--- src/rtl/rv_mem_pkg.sv ---
// rv_mem_pkg: shared definitions for the rv32im memory stage.
//   - RV32I load/store funct3 encodings
//   - memory-stage FSM state and the latched result kind reported in RESP
//   - base byte-enable patterns for byte/half/word stores
//   - is_illegal(): rejects encodings that have no defined memory access
package rv_mem_pkg;

  // Load funct3 encodings
  localparam logic [2:0] LB  = 3'b000;
  localparam logic [2:0] LH  = 3'b001;
  localparam logic [2:0] LW  = 3'b010;
  localparam logic [2:0] LBU = 3'b100;
  localparam logic [2:0] LHU = 3'b101;

  // Store funct3 encodings
  localparam logic [2:0] SB  = 3'b000;
  localparam logic [2:0] SH  = 3'b001;
  localparam logic [2:0] SW  = 3'b010;

  // Byte enables before shifting into the addressed lane
  localparam logic [3:0] WSTRB_NONE = 4'b0000;
  localparam logic [3:0] WSTRB_B    = 4'b0001;
  localparam logic [3:0] WSTRB_H    = 4'b0011;
  localparam logic [3:0] WSTRB_W    = 4'b1111;

  typedef enum logic [1:0] {
    IDLE = 2'd0,
    REQ  = 2'd1,
    WAIT = 2'd2,
    RESP = 2'd3
  } state_t;

  // What the RESP cycle reports; RES_OK is a completed store (no pulse).
  typedef enum logic [1:0] {
    RES_OK       = 2'd0,
    RES_LOAD     = 2'd1,
    RES_MISALIGN = 2'd2,
    RES_ERR      = 2'd3
  } result_t;

  function automatic logic is_illegal(input logic load, input logic store,
                                      input logic [2:0] funct3);
    logic bad;
    bad = 1'b0;
    if (load && store)
      bad = 1'b1;
    else if (load)
      bad = (funct3 == 3'b011) || (funct3 == 3'b110) || (funct3 == 3'b111);
    else if (store)
      bad = (funct3 > SW);
    return bad;
  endfunction

endpackage

--- src/rtl/mem_load_align.sv ---
// mem_load_align: combinational load extraction.
//   rdata     in  32  raw word returned by data memory
//   offset    in  2   byte offset of the access within the word
//   funct3    in  3   load size/sign (LB, LH, LW, LBU, LHU)
//   load_data out 32  selected byte/half/word, sign- or zero-extended
module mem_load_align
  import rv_mem_pkg::*;
(
  input  logic [31:0] rdata,
  input  logic [1:0]  offset,
  input  logic [2:0]  funct3,
  output logic [31:0] load_data
);

  logic [31:0] shifted;
  logic [7:0]  lane_b;
  logic [15:0] lane_h;

  always_comb begin
    // NOTE: every always_comb output gets a default first so no path can infer a latch.
    load_data = rdata;
    shifted   = rdata >> {offset, 3'b000};
    lane_b    = shifted[7:0];
    // Halfword accesses are aligned, so only offset[1] selects the lane.
    lane_h    = offset[1] ? rdata[31:16] : rdata[15:0];
    case (funct3)
      LB:      load_data = {{24{lane_b[7]}}, lane_b};
      LBU:     load_data = {24'h0, lane_b};
      LH:      load_data = {{16{lane_h[15]}}, lane_h};
      LHU:     load_data = {16'h0, lane_h};
      default: load_data = rdata;
    endcase
  end

endmodule

--- src/rtl/mem_access_unit.sv ---
// mem_access_unit: memory stage of the rv32im pipeline.
//   Accepts a load/store from EX/MEM (mem_valid_i/mem_load_i/mem_store_i,
//   funct3_i, addr_i, store_data_i), runs it on the dmem valid/grant/rvalid
//   port, and holds the pipeline with stall_o until the access completes.
//   In the RESP cycle exactly one of load_valid_o, misalign_o or err_o pulses
//   (a good store pulses none). load_data_o holds the last load result.
//   Faulty accesses never reach the memory port. An optional watchdog
//   (TIMEOUT_CYCLES != 0) aborts a stuck access with err_o.
module mem_access_unit
  import rv_mem_pkg::*;
#(
  parameter int TIMEOUT_CYCLES = 0,
  parameter int CNT_W          = 8
) (
  input  logic        clk,
  input  logic        rst,
  input  logic        mem_valid_i,
  input  logic        mem_load_i,
  input  logic        mem_store_i,
  input  logic [2:0]  funct3_i,
  input  logic [31:0] addr_i,
  input  logic [31:0] store_data_i,
  output logic        stall_o,
  output logic        load_valid_o,
  output logic [31:0] load_data_o,
  output logic        misalign_o,
  output logic        err_o,
  output logic        dmem_req_o,
  output logic        dmem_we_o,
  output logic [31:0] dmem_addr_o,
  output logic [31:0] dmem_wdata_o,
  output logic [3:0]  dmem_wstrb_o,
  input  logic        dmem_gnt_i,
  input  logic        dmem_rvalid_i,
  input  logic [31:0] dmem_rdata_i
);

  localparam bit             WDOG_EN  = (TIMEOUT_CYCLES != 0);
  localparam logic [CNT_W-1:0] CNT_LAST = CNT_W'(TIMEOUT_CYCLES - 1);

  state_t      state_q, state_d;
  result_t     result_q, result_d;
  logic [CNT_W-1:0] cnt_q;
  logic [1:0]  offset_q;
  logic [2:0]  funct3_q;
  logic        store_q;
  logic [29:0] addr_q;
  logic [31:0] wdata_q, wdata_fmt;
  logic [3:0]  wstrb_q, wstrb_fmt;
  logic [31:0] load_data_q, aligned;

  logic start, illegal, misaligned, timeout;

  assign start      = mem_valid_i & (mem_load_i | mem_store_i);
  assign illegal    = is_illegal(mem_load_i, mem_store_i, funct3_i);
  assign misaligned = ((funct3_i[1:0] == 2'b01) && addr_i[0]) ||
                      ((funct3_i[1:0] == 2'b10) && (addr_i[1:0] != 2'b00));
  // Last permitted cycle in REQ/WAIT; completion in that cycle still wins.
  assign timeout    = WDOG_EN && (cnt_q == CNT_LAST);

  // Store lane replication and byte enables.
  always_comb begin
    wdata_fmt = store_data_i;
    wstrb_fmt = WSTRB_W;
    case (funct3_i[1:0])
      2'b00: begin
        wdata_fmt = {4{store_data_i[7:0]}};
        wstrb_fmt = WSTRB_B << addr_i[1:0];
      end
      2'b01: begin
        wdata_fmt = {2{store_data_i[15:0]}};
        wstrb_fmt = WSTRB_H << {addr_i[1], 1'b0};
      end
      default: ;
    endcase
  end

  mem_load_align u_align (
    .rdata     (dmem_rdata_i),
    .offset    (offset_q),
    .funct3    (funct3_q),
    .load_data (aligned)
  );

  // FSM state register
  always_ff @(posedge clk) begin
    // NOTE: sequential state uses non-blocking assignments so every register
    // samples pre-edge values regardless of process ordering.
    if (rst) begin
      state_q  <= IDLE;
      result_q <= RES_OK;
    end else begin
      state_q  <= state_d;
      result_q <= result_d;
    end
  end

  // FSM next-state logic
  always_comb begin
    state_d  = state_q;
    result_d = result_q;
    case (state_q)
      IDLE: begin
        if (start) begin
          if (illegal) begin
            state_d  = RESP;
            result_d = RES_ERR;
          end else if (misaligned) begin
            state_d  = RESP;
            result_d = RES_MISALIGN;
          end else begin
            state_d  = REQ;
            result_d = mem_store_i ? RES_OK : RES_LOAD;
          end
        end
      end
      REQ: begin
        if (dmem_gnt_i) begin
          state_d = store_q ? RESP : WAIT;
        end else if (timeout) begin
          state_d  = RESP;
          result_d = RES_ERR;
        end
      end
      WAIT: begin
        if (dmem_rvalid_i) begin
          state_d = RESP;
        end else if (timeout) begin
          state_d  = RESP;
          result_d = RES_ERR;
        end
      end
      default: state_d = IDLE;
    endcase
  end

  // FSM outputs
  always_comb begin
    stall_o      = 1'b0;
    load_valid_o = 1'b0;
    misalign_o   = 1'b0;
    err_o        = 1'b0;
    dmem_req_o   = 1'b0;
    dmem_we_o    = 1'b0;
    dmem_addr_o  = 32'h0;
    dmem_wdata_o = 32'h0;
    dmem_wstrb_o = WSTRB_NONE;
    case (state_q)
      IDLE: stall_o = start;
      REQ: begin
        stall_o      = 1'b1;
        dmem_req_o   = 1'b1;
        dmem_we_o    = store_q;
        dmem_addr_o  = {addr_q, 2'b00};
        dmem_wdata_o = wdata_q;
        dmem_wstrb_o = wstrb_q;
      end
      WAIT: stall_o = 1'b1;
      default: begin
        load_valid_o = (result_q == RES_LOAD);
        misalign_o   = (result_q == RES_MISALIGN);
        err_o        = (result_q == RES_ERR);
      end
    endcase
  end

  // Access capture, watchdog and load result
  always_ff @(posedge clk) begin
    if (rst) begin
      cnt_q       <= '0;
      offset_q    <= 2'b00;
      funct3_q    <= 3'b000;
      store_q     <= 1'b0;
      addr_q      <= '0;
      wdata_q     <= 32'h0;
      wstrb_q     <= WSTRB_NONE;
      load_data_q <= 32'h0;
    end else begin
      if (state_q == IDLE && start) begin
        offset_q <= addr_i[1:0];
        funct3_q <= funct3_i;
        store_q  <= mem_store_i;
        addr_q   <= addr_i[31:2];
        wdata_q  <= mem_store_i ? wdata_fmt : 32'h0;
        wstrb_q  <= mem_store_i ? wstrb_fmt : WSTRB_NONE;
      end
      // REQ is only entered from IDLE, so clearing here clears on entry.
      if (state_q == IDLE)
        cnt_q <= '0;
      else if (state_q == REQ || state_q == WAIT)
        cnt_q <= cnt_q + CNT_W'(1);
      if (state_q == WAIT && dmem_rvalid_i)
        load_data_q <= aligned;
    end
  end

  assign load_data_o = load_data_q;

endmodule

--- config.mk ---
export PLATFORM = sky130hd
export DESIGN_NAME = mem_access_unit
export DESIGN_NICKNAME = d
export VERILOG_FILES = /design/src/rtl/rv_mem_pkg.sv /design/src/rtl/mem_load_align.sv /design/src/rtl/mem_access_unit.sv
export SDC_FILE = /design/constraint.sdc
export NUM_CORES = 1
export LEC_CHECK = 0
export BUFFER_PORTS_ARGS = -buffer_cell sky130_fd_sc_hd__buf_2
export CELL_PAD_IN_SITES_DETAIL_PLACEMENT = 1
export CELL_PAD_IN_SITES_GLOBAL_PLACEMENT = 1
export CORE_AREA = 5 5 133 135
export CTS_CLUSTER_SIZE = 40
export DETAILED_ROUTE_END_ITERATION = 16
export DIE_AREA = 0 0 138 140
export GPL_TIMING_DRIVEN = 0
export PLACE_DENSITY_LB_ADDON = 0.1
export SETUP_SLACK_MARGIN = 0.4
export SLEW_MARGIN = 20
export SYNTH_ARGS = -nofsm -noshare
export SYNTH_HDL_FRONTEND = slang
export SYNTH_HIERARCHICAL = 1
export SYNTH_SLANG_ARGS = --single-unit
--- constraint.sdc ---
create_clock -name clk -period 1.95 [get_ports clk]
set_input_delay 0.39 -clock clk [delete_from_list [all_inputs] [get_ports clk]]
set_output_delay 0.39 -clock clk [all_outputs]
set_load 0.02 [all_outputs]
==> run metrics <==
Post-Route WL 21600 um; CTS max path bufs 2; Total GRT Usage 0.212; Clock Root Buffer clkbuf_16; drt pass-1 iters 4; DP Area ~0.0068 sq mm; Worst VDD drop 0.449 mV; WP data arrival ~1600 ps; Core Region between 0.015 and 0.02 sq mm; Met2 Wirelength 10900 um; commonest non-fill, non-tap cell in the layout nand2_1; Vias per Instance between 4 and 5; P_leak between 3 and 4 nW; Critical Path Most Common Cell nor2_4; setup_tns -137 ps; DRC errors left 0; CP Depth 9; Slowest cell on crit path dfxtp_4; Fmax achieved just over 500 MHz; post-synthesis xor/xnor area fraction 0; std cell rows 47; vias 6008; Crit. End Element output pin; R2R Setup Slk around 170 ps; number of synthesized flops with an enable pin 0; die width approximately 140 um; Hold WS 261 ps; main combinational cell family by area after synthesis simple AND/OR/NAND/NOR gates; CP bufs+invs 5; first-pass GRT wire length roughly 33000 um; Power Density about 950 mW/mm^2; Clock Skew ~8.6 ps; outcome finished, violations left; RR Startpoint offset_q[0]$_SDFFE_PP0P_; Ys Warns 6; mux share of post-synthesis cell area 0.0717; clock slew at reported path FFs around 80 ps; worst path required time 1560 ps; initial antenna violation count 0; layout cells sized above 1 0.461; DRT iter0 DRCs 275; post-synthesis simple-gate area fraction 0.302; TritonCTS buffer count 9; Avg WL per Cell about 18 um; total grt overflow 0; Critical Path, Cell by Cell inv_4 > ha_4 > inv_4 > nor2_4 > buf_6 > buf_8 > nor2_4 > nor2_4 > buf_6; Tightest Pin Transition 623 ps; Highest Signal Layer met4; Max Slew Vio Count 0; Sink Count between 100 and 150; die height between 100 and 150 um; WS Path Type reg2out; overall power 8.11 mW; max incr delay on CP about 400 ps; Clk pwr share 0.222; area grow syn2layout 57.8%; Seq pwr share 0.328; RSZ-0062 raised after global routing true; Post-Syn Instances between 700 and 800; Port-buffer cells approximately 210; asr flop ratio synth 0; final worst setup slack -14.8 ps; MaxCap Viol Count 0; Final Cycle Share 1.01; Synth Area in Compound Gates 0.161; Int Pwr roughly 5 mW; Mapped Area roughly 0.0054 sq mm; combinational share of power 0.450; Final Critical Period between 1500 and 2000 ps; #FFs+latches synth 108; type of origin of the critical path register; starting density of the core 0.332; pin count of the biggest net entering global routing 19; switching power 3.03 mW; register area share after synthesis 0.399; Worst Path Max Fanout 4; Hold Path Depth 3; Clock H-tree levels 3; placed wire-length estimate 15700 um; Mapped Avg Cell Area roughly 7.4 sq um; most frequent cells in the layout nand2_1 (188), buf_2 (146), dfxtp_1 (103), buf_6 (89), a21oi_1 (82); Hold Vio Cnt, Final 0; CTS tree built; layout net count 1095; Top FF cell, synth dfxtp_1; Worst R2R Path Depth 8; hold wc startpoint addr_i[28]; Metal-1 WL ~9100 um; number of routed nets with antenna violations 0; post-route cell area roughly 0.0086 sq mm; Slew headroom 0.585; Setup crit start state_q[0]$_SDFFE_PP0P_; Synth Area in Adders 0.00923; failing checks setup timing; synth unique cells between 40 and 50; met3 WL approximately 1100 um; Sw Share 0.373; clk_lat worst skew roughly 350 ps; vias in the first global route 6189; final setup fails 16; CP delay by family, top buffers and inverters; Top Ports approximately 210; hold crit path type in2reg; GPL Wtd Cong around 0.86; die area ~0.019 sq mm
-- power by group through the flow --
stage                     combinational [mW]  clock [mW]  sequential (mW)
after detailed placement                2.41           0             2.69
final                                   3.65        1.80             2.66
after CTS                               3.29        1.85             2.65
after global routing                    3.93        1.93             2.69
after global placement                  2.40           0             2.67
after floorplan                         1.53           0             2.74
-- cells by family (layout without fill, tap and decap cells) --
family,after synthesis,after routing
AO/OA/AOI/OAI,155,155
adder cells (fa/ha/maj),4,4
buffers and inverters,69,324
flip-flops,108,108
multiplexers,35,35
other,1,4
AND/OR/NAND/NOR,362,362
-- flip-flops by register name, indices dropped and copies added (netlist names) --
name,count
wstrb_q,4
funct3_q,3
store_q,1
wdata_q,32
result_q,2
addr_q,30
state_q,2
load_data_o,32
offset_q,2
-- through the flow --
stage / std cells / utilization / worst slack, ps
3_3_place_gp: 1161 / 0.418 / -36.5
6_report: 1212 / 0.523 / -14.8
2_1_floorplan: 735 / - / 272
5_1_grt: 1210 / 0.523 / -71.8
4_1_cts: 1200 / 0.496 / -20.6
3_5_place_dp: 1161 / 0.418 / -42.2
-- cell usage after synthesis (all sizes together), types with 3 or more instances --
master | n | area share
a21oi | 105 | 0.097
nand2 | 218 | 0.15
nor2b | 4 | 0.0046
o21ai | 20 | 0.019
dfxtp | 108 | 0.40
clkbuf | 32 | 0.022
inv | 8 | 0.0055
mux2 | 21 | 0.044
buf | 29 | 0.029
a22oi | 16 | 0.022
nand3 | 28 | 0.026
nor2 | 27 | 0.020
mux2i | 13 | 0.024
and3 | 3 | 0.0035
nor3 | 5 | 0.0046
and2 | 68 | 0.078
ha | 4 | 0.0092
nand3b | 3 | 0.0042
o211ai | 4 | 0.0055
-- worst paths after layout --
check                                                    end
worst max-delay path                                 stall_o
worst min-delay path                 addr_q[26]$_SDFFE_PP0P_
worst max register to register  load_data_o[15]$_SDFFE_PP0P_
worst min register to register      wdata_q[13]$_SDFFE_PP0P_
-- worst register-to-register path, cell delays in order, from the launching register on --
cell and delay [ps]:
dfxtp_2 350, mux4_2 540, buf_6 140, buf_8 120
nand2_4 70, or2_4 130, nand3b_1 130, nand2_1 110
a21oi_2 50
-- repair_timing --
action	4_1_cts	5_1_grt
pin swaps	65	42
endpoints found under the setup margin	177	160
hold buffers	0	0
buffers inserted	18	9
endpoints found under the hold margin	0	0
gates cloned	5	1
resized for setup	273	126
-- layer usage --
| metal | global-route usage | vias to the layer above |
|---|---|---|
| met4 | 0.0712 | 0 |
| li1 | - | 2932 |
| met1 | 0.264 | 2869 |
| met3 | 0.0453 | 31 |
| met2 | 0.367 | 176 |
| met5 | 0 | - |
-- cell type report --
cell class	instances	area, sq um
repair buffers	239	1780
fillers	2031	7790
clock inverters	5	45.0
plain buffers	61	531
clock buffers	11	233
inverters	8	37.5
diodes	2	5.00
flip-flops and latches	108	2170
well taps	220	275
multi-input cells	558	3480
(Power assumes the default switching activity.)
